[config.mk]
export PLATFORM = sky130hd
export DESIGN_NAME = opc_intc_flat
export DESIGN_NICKNAME = d
export VERILOG_FILES = /design/src/rtl/opc_intc_pkg.sv /design/src/rtl/opc_intc_if.sv /design/src/rtl/opc_intc_sync.sv /design/src/rtl/opc_intc.sv /design/src/flat_wrapper.sv
export SDC_FILE = /design/constraint.sdc
export NUM_CORES = 1
export LEC_CHECK = 0
export CAP_MARGIN = 30
export CORE_MARGIN = 2
export CORE_UTILIZATION = 55
export CTS_CLUSTER_SIZE = 8
export DETAILED_ROUTE_END_ITERATION = 6
export DONT_BUFFER_PORTS = 1
export GPL_TIMING_DRIVEN = 0
export PLACE_DENSITY = 0.73
export SYNTH_ARGS = -nofsm -noshare
export SYNTH_HDL_FRONTEND = slang
export SYNTH_SLANG_ARGS = --single-unit
[constraint.sdc]
create_clock -name clk -period 1.98 [get_ports clk]
set_input_delay 0.297 -clock clk [delete_from_list [all_inputs] [get_ports clk]]
set_output_delay 0.297 -clock clk [all_outputs]
set_load 0.02 [all_outputs]
[src/rtl/opc_intc_pkg.sv]
// Shared definitions for the OPC interrupt controller: register offsets,
// FSM state encoding and the spurious-vector helper.
package opc_intc_pkg;

  localparam logic [2:0] INTC_MASK = 3'd0;
  localparam logic [2:0] INTC_EDGE = 3'd1;
  localparam logic [2:0] INTC_PEND = 3'd2;
  localparam logic [2:0] INTC_INSV = 3'd3;
  localparam logic [2:0] INTC_VEC  = 3'd4;

  typedef enum logic {
    IDLE = 1'b0,
    REQ  = 1'b1
  } intc_state_t;

  // Vector returned when the CPU acknowledges with nothing requested:
  // the slot immediately after the last real channel.
  function automatic logic [15:0] spurious_vec(input logic [15:0] base,
                                               input int nchan,
                                               input int stride);
    return 16'(32'(base) + 32'(nchan * stride));
  endfunction

endpackage

[src/rtl/opc_intc_if.sv]
// CPU I/O-space register bus for the interrupt controller.
interface opc_intc_if;
  logic        io_sel;
  logic        io_rnw;
  logic [2:0]  io_addr;
  logic [15:0] io_din;
  logic [15:0] io_dout;

  modport master (output io_sel, io_rnw, io_addr, io_din, input io_dout);
  modport slave  (input io_sel, io_rnw, io_addr, io_din, output io_dout);
endinterface

[src/rtl/opc_intc_sync.sv]
// Two-flop synchroniser for one active-low interrupt line, plus a third
// flop holding the previous synchronised value for falling-edge detection.
module opc_intc_sync (
  input  logic clk,
  input  logic reset,
  input  logic clken,
  input  logic irq_b,
  output logic sync_b,
  output logic fall
);
  logic s0_q, s1_q, s2_q;
  logic s0_d, s1_d, s2_d;

  always_comb begin
    s0_d = s0_q;
    s1_d = s1_q;
    s2_d = s2_q;
    if (clken) begin
      s0_d = irq_b;
      s1_d = s0_q;
      s2_d = s1_q;
    end
  end

  always_ff @(posedge clk or posedge reset) begin
    if (reset) begin
      s0_q <= 1'b1;
      s1_q <= 1'b1;
      s2_q <= 1'b1;
    end else begin
      s0_q <= s0_d;
      s1_q <= s1_d;
      s2_q <= s2_d;
    end
  end

  assign sync_b = s1_q;
  assign fall   = ~s1_q & s2_q;
endmodule

[src/rtl/opc_intc.sv]
// Prioritised NCHAN-channel interrupt controller for the OPC CPU.
// Define OPC_INTC_NEST_EN to allow higher-priority channels to preempt.
module opc_intc
  import opc_intc_pkg::*;
#(
  parameter int          NCHAN         = 8,
  parameter logic [15:0] VECTOR_BASE   = 16'h0002,
  parameter int          VECTOR_STRIDE = 2
) (
  input  logic             clk,
  input  logic             reset,
  input  logic             clken,
  input  logic [NCHAN-1:0] irq_b,
  output logic             int_o_b,
  input  logic             int_ack,
  input  logic             eoi,
  output logic [15:0]      vector,
  opc_intc_if.slave        io
);

  logic [NCHAN-1:0] sync_b, fall;
  logic [NCHAN-1:0] mask_q, mask_d, edge_q, edge_d;
  logic [NCHAN-1:0] pend_q, pend_d, insv_q, insv_d;
  logic [NCHAN-1:0] elig, pend_clr, insv_clr, insv_set, cur_bit, eoi_lowest;
  logic [15:0]      elig16, cur_onehot16;
  logic [15:0]      vec_q, vec_d, vector_q, vector_d, vec_calc, dout_w;
  logic [3:0]       cur_q, cur_d, idx;
  logic             any_elig, wr, int_o_b_q, int_o_b_d;
  intc_state_t      state_q, state_d;
  logic             unused_bits;

  generate
    for (genvar gi = 0; gi < NCHAN; gi++) begin : g_chan
      opc_intc_sync u_sync (
        .clk    (clk),
        .reset  (reset),
        .clken  (clken),
        .irq_b  (irq_b[gi]),
        .sync_b (sync_b[gi]),
        .fall   (fall[gi])
      );
`ifdef OPC_INTC_NEST_EN
      assign elig[gi] = pend_q[gi] & mask_q[gi] & ~|insv_q[gi:0];
`else
      assign elig[gi] = pend_q[gi] & mask_q[gi] & ~|insv_q;
`endif
    end
  endgenerate

  // Lowest index wins: scan from the top so the last hit is the winner.
  always_comb begin
    idx = '0;
    for (int i = NCHAN - 1; i >= 0; i--) begin
      if (elig[i]) idx = 4'(i);
    end
  end

  always_comb begin
    elig16 = '0;
    elig16[NCHAN-1:0] = elig;
  end

  assign any_elig     = |elig;
  assign vec_calc     = 16'(32'(VECTOR_BASE) + 32'(idx) * VECTOR_STRIDE);
  assign cur_onehot16 = 16'd1 << cur_q;
  assign cur_bit      = cur_onehot16[NCHAN-1:0];
  assign eoi_lowest   = insv_q & (~insv_q + NCHAN'(1));
  assign wr           = io.io_sel & ~io.io_rnw & clken;

  always_comb begin
    mask_d    = mask_q;
    edge_d    = edge_q;
    pend_d    = pend_q;
    insv_d    = insv_q;
    vec_d     = vec_q;
    vector_d  = vector_q;
    cur_d     = cur_q;
    state_d   = state_q;
    int_o_b_d = int_o_b_q;
    pend_clr  = '0;
    insv_clr  = '0;
    insv_set  = '0;
    if (clken) begin
      if (wr) begin
        case (io.io_addr)
          INTC_MASK: mask_d   = io.io_din[NCHAN-1:0];
          INTC_EDGE: edge_d   = io.io_din[NCHAN-1:0];
          INTC_PEND: pend_clr = io.io_din[NCHAN-1:0] & edge_q;
          default: ;
        endcase
      end
      if (eoi) insv_clr = eoi_lowest;
      case (state_q)
        IDLE: begin
          if (int_ack) vector_d = spurious_vec(VECTOR_BASE, NCHAN, VECTOR_STRIDE);
          if (any_elig) begin
            state_d = REQ;
            cur_d   = idx;
            vec_d   = vec_calc;
          end
        end
        REQ: begin
          if (int_ack) begin
            state_d  = IDLE;
            insv_set = cur_bit;
            pend_clr = pend_clr | (cur_bit & edge_q);
            vector_d = vec_q;
          end else if (!elig16[cur_q]) begin
            state_d = IDLE;
          end
        end
        default: state_d = IDLE;
      endcase
      // A fresh edge outranks any clear on the same cycle.
      pend_d    = (((pend_q & ~pend_clr) | fall) & edge_q) | (~sync_b & ~edge_q);
      insv_d    = (insv_q & ~insv_clr) | insv_set;
      int_o_b_d = (state_d != REQ);
    end
  end

  always_ff @(posedge clk or posedge reset) begin
    if (reset) begin
      mask_q    <= '0;
      edge_q    <= '0;
      pend_q    <= '0;
      insv_q    <= '0;
      vec_q     <= VECTOR_BASE;
      vector_q  <= VECTOR_BASE;
      cur_q     <= '0;
      state_q   <= IDLE;
      int_o_b_q <= 1'b1;
    end else begin
      mask_q    <= mask_d;
      edge_q    <= edge_d;
      pend_q    <= pend_d;
      insv_q    <= insv_d;
      vec_q     <= vec_d;
      vector_q  <= vector_d;
      cur_q     <= cur_d;
      state_q   <= state_d;
      int_o_b_q <= int_o_b_d;
    end
  end

  always_comb begin
    dout_w = '0;
    case (io.io_addr)
      INTC_MASK: dout_w[NCHAN-1:0] = mask_q;
      INTC_EDGE: dout_w[NCHAN-1:0] = edge_q;
      INTC_PEND: dout_w[NCHAN-1:0] = pend_q;
      INTC_INSV: dout_w[NCHAN-1:0] = insv_q;
      INTC_VEC:  dout_w            = vec_q;
      default:   dout_w            = '0;
    endcase
  end

  assign io.io_dout  = dout_w;
  assign int_o_b     = int_o_b_q;
  assign vector      = vector_q;
  assign unused_bits = &{1'b0, io.io_din, cur_onehot16, elig16};

endmodule

[src/flat_wrapper.sv]
// flat-port wrapper written by rule: the top's interface ports become plain ports
module opc_intc_flat import opc_intc_pkg::*;
#(
  parameter int          NCHAN         = 8,
  parameter logic [15:0] VECTOR_BASE   = 16'h0002,
  parameter int          VECTOR_STRIDE = 2
)
  (clk, reset, clken, irq_b, int_o_b, int_ack, eoi, vector, io_io_sel, io_io_rnw, io_io_addr, io_io_din, io_io_dout);
  opc_intc_if io_i ();
  input  logic clk;
  input  logic reset;
  input  logic clken;
  input  logic [NCHAN-1:0] irq_b;
  output logic int_o_b;
  input  logic int_ack;
  input  logic eoi;
  output logic [15:0] vector;
  input wire logic [$bits(io_i.io_sel)-1:0] io_io_sel;
  input wire logic [$bits(io_i.io_rnw)-1:0] io_io_rnw;
  input wire logic [$bits(io_i.io_addr)-1:0] io_io_addr;
  input wire logic [$bits(io_i.io_din)-1:0] io_io_din;
  output wire logic [$bits(io_i.io_dout)-1:0] io_io_dout;
  assign io_i.io_sel = io_io_sel;
  assign io_i.io_rnw = io_io_rnw;
  assign io_i.io_addr = io_io_addr;
  assign io_i.io_din = io_io_din;
  assign io_io_dout = io_i.io_dout;
  opc_intc #(.NCHAN(NCHAN), .VECTOR_BASE(VECTOR_BASE), .VECTOR_STRIDE(VECTOR_STRIDE)) u_core (.clk(clk), .reset(reset), .clken(clken), .irq_b(irq_b), .int_o_b(int_o_b), .int_ack(int_ack), .eoi(eoi), .vector(vector), .io(io_i));
endmodule
==> results of run 1 <==
[timing repair]
action | CTS | global route
resized for setup | 2 | 1
setup buffers | 0 | 1
hold buffers | 1 | 0
setup endpoints to repair | 1 | 4
gates cloned | 0 | 0
pin swaps | 1 | 1
hold endpoints to repair | 20 | 0
[per-layer routing]
| layer | routed length [um] | share of wire [%] |
|---|---|---|
| met1 | 3180 | 44 |
| met2 | 3490 | 48 |
| met3 | 474 | 6.5 |
| met4 | 159 | 2.2 |
| met5 | 0 | 0 |
[Yosys cell counts, drive strengths merged (2+ instances only)]
cell type and number:
a21boi 7, a22oi 9, a31oi 3, a32o 2, and3 2, and4 2, buf 26, clkbuf 8
dfrtp 42, dfstp 27, inv 8, mux2 41, mux4 5, nand2 46, nand3 8, nand4b 2
nor2 8, nor2b 16, nor3 3, nor4 3, o211ai 7, o21ai 13, o22ai 4, o31ai 8
[cells by family (layout without fill, tap and decap cells)]
logic type                 count (synthesis)  in the layout  synth area share [%]
DFF                                       69             69                  49.5
xor gates and xnor gates                   1              1                 0.246
and+or+nand+nor                           96             96                  14.2
muxes                                     47             47                  16.5
buffers and inverters                     42             61                  6.86
adders and majority gates                  1              1                 0.352
AOI/OAI and AO/OA                         61             61                  12.1
other                                      1             20                 0.105
[area by class of cell]
cell class,instances,area [um^2]
fill,518,2320
sequential,69,1760
multi-input combinational,226,1650
buffer,34,214
clock buffer,12,155
tap,77,96.3
clock inverter,4,47.5
timing repair buffer,3,37.5
inverter,8,33.8
[state kept, by name, summed over array words and instances, names as in the netlist, 4 cells and up]
register                     count
u_core.insv_q                    8
u_core.g_chan.u_sync.s0_q        8
u_core.g_chan.u_sync.sync_b      8
u_core.vector                    4
u_core.edge_q                    8
u_core.mask_q                    8
u_core.pend_q                    8
u_core.vec_q                     4
u_core.g_chan.u_sync.s2_q        8
[cell usage in the layout (no fill, tap or decap), types with 3 or more instances in the layout]
master	instances
a21boi_0	7
o211ai_1	7
conb_1	20
inv_1	6
clkbuf_1	9
nand2_1	45
o22ai_1	4
nor2b_1	16
o21ai_0	8
a22oi_1	9
clkbuf_8	11
o31ai_1	8
nor2_1	8
o21ai_1	4
dfstp_2	27
buf_2	3
mux2_2	38
dfrtp_1	42
mux4_2	5
nor3_1	3
nand3_1	8
buf_4	21
[final timing paths]
kind | slack [ns] | to | cells after the start | start
hold reg to reg | 0.52 | u_core.vec_q[1]$_DFFE_PP1P_ | 2 | u_core.vec_q[1]$_DFFE_PP1P_
min in group asynchronous | 0.51 | u_core.cur_q[2]$_DFFE_PP0P_ | 2 | reset
setup / recovery | 0.04 | u_core.vec_q[2]$_DFFE_PP0P_ | 6 | u_core.insv_q[5]$_DFFE_PP0P_
max in group asynchronous | 0.80 | u_core.g_chan[4].u_sync.s2_q$_DFFE_PP1P_ | 3 | reset
hold / removal | 0.10 | u_core.mask_q[6]$_DFFE_PP0P_ | 1 | io_io_din[6]
setup reg to reg | 0.04 | u_core.vec_q[2]$_DFFE_PP0P_ | 6 | u_core.insv_q[5]$_DFFE_PP0P_
[through the flow]
stage | cells | TNS [ns] | total power (W)
after floorplan | 337 | 0 | 0.00304
after global placement | 414 | -0.0988 | 0.00327
after detailed placement | 415 | -0.0862 | 0.00331
after CTS | 432 | 0 | 0.00450
after global routing | 433 | -0.0435 | 0.00482
final | 433 | 0 | 0.00453
[critical path, stage by stage, from the launching register on]
cell      delay, ns
dfrtp_1        0.44
nor4_4         0.28
buf_4          0.18
nand2_2        0.09
a311oi_4       0.28
ha_1           0.29
mux2_4         0.26
[report_power, final]
| group | leakage [nW] | switching (W) | internal, W |
|---|---|---|---|
| Sequential | 0.823 | 0.000322 | 0.00178 |
| Combinational | 0.860 | 0.000653 | 0.000615 |
| Clock | 0.102 | 0.000514 | 0.000647 |
| Total | 1.79 | 0.00149 | 0.00304 |
==> run metrics, run 1 <==
status completed; Core Util, Final 63.2%; routing usage on met2 34.3%; met1 GRT Util 30.1%; WL final 7.31 mm; global routing's busiest layer met2; worst vdd ir 0.660 mV; Hold WC Path Type input port to flip-flop; P_leak 1.79 nW; post-route clock period utilization 97.9%; antenna violations before repair 0; cell accounting for the most synthesized area dfrtp_1; DRT Pass-1 Iters 4; Max Slew Vio Count 0; Mapped Area 3550 um^2; crit path capture type flip-flop; Synth area leaders dfrtp_1 (30%), dfstp_2 (20%), mux2_2 (12%), nand2_1 (4.8%), buf_4 (4.2%); WP data arrival 2.16 ns; slew margin rel. 58.8%; MaxCap Viol Count 0; CTS Buf Count 9; Yosys Warn Count 0; n_diodes 0; CTS tree built; Final GP Congestion 0.903; synth unique cells 52; Starting Density 56.3%; Critical Path RT 2.20 ns; later-pin clock latency in the skew report 0.34 ns; count of input and output buffers 0; nets@finish 386; DRC 0; H-tree depth 3; average size of a mapped cell 11.2 um^2; Area Growth Syn to Fin 12.2%; EDFF count, synth 0; Design Area, Final 3990 um^2; Worst Skew 0.00786 ns; Die H 84.4 um; final hold viol count 0; clock root buffer clkbuf_8; fmax 0.516 GHz; CP Class flip-flop to flip-flop; M3 GR Usage 5.90%; DP Area 3750 um^2; CP Max Fanout 5; Final setup viols 0; dpl ws -0.0862 ns; clk buf depth 2; drt via density 5.77; Avg WL per Cell 16.9 um; pwr/cell area 1140 nW/um^2; ys async rst share 100%; Tot GR Track Use 22.2%; FF+latch count, synth 69; largest net degree at the start of global routing 44; area share of the largest cell type after synthesis 29.6%; total core area 6310 um^2; # IOs 67; Clock transition at path regs 0.07 ns; crit path launch type flip-flop; Tmin final 1.94 ns; Mapped Cells 318; RSZ-0062 raised after global routing yes; Post-DP HPWL 5.47 mm; Rows 29; Sinks on Clock Net 69; post-route ant nets 0; pin slew with the least headroom to its limit 0.617 ns; vias in the first global route 2457; DIE WIDTH 84.4 um; Min Hold Slack 0.102 ns; Initial DRC Count 233; share of layout cells above drive strength 1 33.7%; DR vias 2499; Top FF cell, synth dfrtp_1; Seq/Total Area, Yosys 49.5%; fin worst setup slack 0.0424 ns; first-pass GRT wire length 12.3 mm; DIE AREA 7120 um^2; Overflow after GRT 0
Note: power is estimated with default switching activity, not from simulation.
==> inputs of run 2 (changes only) <==
--- a/config.mk
+++ b/config.mk
@@ -7,12 +7,13 @@
 export LEC_CHECK = 0
 export CAP_MARGIN = 30
 export CORE_MARGIN = 2
-export CORE_UTILIZATION = 55
+export CORE_UTILIZATION = 49
 export CTS_CLUSTER_SIZE = 8
 export DETAILED_ROUTE_END_ITERATION = 6
 export DONT_BUFFER_PORTS = 1
 export GPL_TIMING_DRIVEN = 0
-export PLACE_DENSITY = 0.73
+export PLACE_DENSITY = 0.66
+export REMOVE_ABC_BUFFERS = 1
 export SYNTH_ARGS = -nofsm -noshare
 export SYNTH_HDL_FRONTEND = slang
 export SYNTH_SLANG_ARGS = --single-unit
==> run 2 against run 1 <==
  * The flow now finishes with violations (negative hold slack)
  * Count of clock-buffer cells in the layout is the same
  * Sequential cell count is the same
  * Die area grew 12%
  * Design area shrank 3.0%
  * Sequential power is essentially flat
  * Critical endpoint unchanged
==> run metrics, run 2 (same netlist as run 1, synthesis figures left out) <==
Hold WC Path Type input port to async pin; Die H 89.2 um (+5.7%); DRC 0 (unchanged); DIE WIDTH 89.2 um (+5.7%); nets@finish 359 (-7.0%); WP data arrival 2.16 ns (about the same); CTS Buf Count 9 (unchanged); Tmin final 1.92 ns (-0.0127 ns); drt via density 5.58 (-3.3%); Initial DRC Count 172 (-26%); Tot GR Track Use 19.3% (-2.9 points); Fin Setup TNS 0 ns (unchanged); total core area 7140 um^2 (+13%); H-tree depth 3 (unchanged); Starting Density 49.8% (-6.5 points); worst vdd ir 0.564 mV (-15%); share of layout cells above drive strength 1 32.2% (-1.5 points); antenna violations before repair 0 (unchanged); CP Class flip-flop to flip-flop; Switching Share 31.4% (-1.4 points); placed cell count 402 (-3.1%); clock root buffer clkbuf_8; final hold viol count 2 (+2); CP Max Fanout 5 (unchanged); # IOs 67 (unchanged); pin slew with the least headroom to its limit 0.835 ns (+0.217 ns); slew margin rel. 44.3% (-14 points); Final setup viols 0 (unchanged); RR Startpoint u_core.insv_q[0]$_DFFE_PP0P_; launch point of the worst path u_core.insv_q[0]$_DFFE_PP0P_; Overflow after GRT 0 (unchanged); status finished with violations; clk buf depth 2 (unchanged); later-pin clock latency in the skew report 0.34 ns (about the same); crit path capture type flip-flop; Min Hold Slack -0.00345 ns (-0.106 ns); MaxCap Viol Count 0 (unchanged); Int Pwr 0.00325 W (+6.6%); pwr/cell area 1220 nW/um^2 (+7.7%); vias in the first global route 2219 (-9.7%); r2r setup slk 0.06 ns (about the same); fmax 0.520 GHz (+0.66%); P_leak 1.69 nW (-5.2%); CTS tree built; Finished Layout Cells 428 (-1.2%); most common cell after layout, fill and taps aside nand2_1; Area Growth Syn to Fin 8.83%; DRT Pass-1 Iters 4 (unchanged); post-route ant nets 0 (unchanged); Avg WL per Cell 16.7 um (-1.1%); failing checks negative hold slack; largest net degree at the start of global routing 70 (+59%); Rows 31 (+6.9%); Final GP Congestion 0.898 (-0.55%); n_diodes 0 (unchanged); Clock transition at path regs 0.07 ns (about the same); RSZ-0062 raised after global routing yes; Sinks on Clock Net 69 (unchanged); DR vias 2388 (-4.4%); most frequent cells in the layout nand2_1 (45), dfrtp_1 (41), mux2_2 (38), dfstp_2 (27), conb_1 (20); Max Slew Vio Count 0 (unchanged); Sequential Power Share 45.1% (-1.3 points); DIE AREA 7950 um^2 (+12%); Critical Path RT 2.21 ns (about the same); Net Switching 0.00149 W (-0.12%); clock power share 27.3% (+1.7 points); post-route clock period utilization 97.2% (-0.64 points); combinational share of power 27.6% (-0.4 points); WL final 7.14 mm (-2.3%); Worst Skew 0.00618 ns (-0.00168 ns); Worst R2R End u_core.vec_q[2]$_DFFE_PP0P_; count of input and output buffers 0 (unchanged); worst r2r path cells 6 (unchanged); crit path launch type flip-flop; first-pass GRT wire length 11.5 mm (-6.1%); post-cts hold buffer count 0 (-1); Setup crit end u_core.vec_q[2]$_DFFE_PP0P_; Post-DP HPWL 4.92 mm (-10%)
[run 2: changes by cell type in the layout (fill, tap and decap cells not counted), moves of 2 or more]
cell        previous run  this run
buf_1                  2         0
buf_2                  3         0
buf_4                 21        10
clkinvlp_4             2         0
clkbuf_1               9         1
[run 2: metrics by stage]
step | worst slack [ns] | hold slack (ns) | util (%) | power (W) | instance area, um^2
6_report | 0.0551 | -0.00345 | 54.2 | 0.00473 | 3870
5_1_grt | -0.0524 | 0.0644 | 54.2 | 0.00503 | 3870
4_1_cts | 0.00971 | 0.0307 | 53.2 | 0.00461 | 3800
3_5_place_dp | -0.129 | 0.401 | 49.6 | 0.00322 | 3540
3_3_place_gp | -0.735 | 0.448 | 49.5 | 0.00319 | 3540
2_1_floorplan | -0.0122 | 0.436 | - | 0.00296 | 3410
[run 2: repair_timing]
item | in CTS | in global routing
resized for setup | 3 | 3
buffers inserted | 3 | 7
pin swaps | 2 | 5
setup endpoints to repair | 2 | 4
[run 2: final cells by class]
cell class	instances	area, um^2
repair buffers	10	75.1
multi-input cells	226	1650
fillers	643	3270
well taps	99	124
inverters	8	32.5
clock buffers	12	155
clock inverters	4	70.1
flip-flops and latches	69	1760
[run 2: layer usage]
layer  vias up  wire length, um  global-route usage, %
met2        73             3450                   31.1
met4         0               95                   5.97
met3        12              397                   5.36
met5         -                0                      0
li1       1117                -                      -
met1      1186             3200                   25.6
[run 2: power groups by stage]
stage	Combinational, W	Sequential (W)	Clock, W
5_1_grt	0.00145	0.00219	0.00139
4_1_cts	0.00115	0.00213	0.00132
2_1_floorplan	0.000915	0.00205	0
6_report	0.00131	0.00213	0.00129
3_5_place_dp	0.00107	0.00215	0
3_3_place_gp	0.00105	0.00214	0
[run 2: critical path, cell delays in order, from the launching register on]
cell	delay [ns]
dfrtp_2	0.45
nor4_4	0.34
buf_4	0.18
nand3_1	0.12
a31oi_4	0.21
ha_1	0.25
mux2_4	0.26
[run 2: worst min path at each step]
| stage | to | slack, ns | start |
|---|---|---|---|
| 2_1_floorplan | u_core.int_o_b$_DFFE_PP1P_ | 0.44 | clken |
| 3_3_place_gp | u_core.edge_q[7]$_DFFE_PP0P_ | 0.45 | io_io_din[7] |
| 3_5_place_dp | u_core.pend_q[0]$_DFFE_PP0P_ | 0.40 | reset |
| 4_1_cts | u_core.pend_q[5]$_DFFE_PP0P_ | 0.03 | reset |
| 5_1_grt | u_core.pend_q[5]$_DFFE_PP0P_ | 0.06 | reset |
| 6_report | u_core.insv_q[7]$_DFFE_PP0P_ | -0.003 | reset |
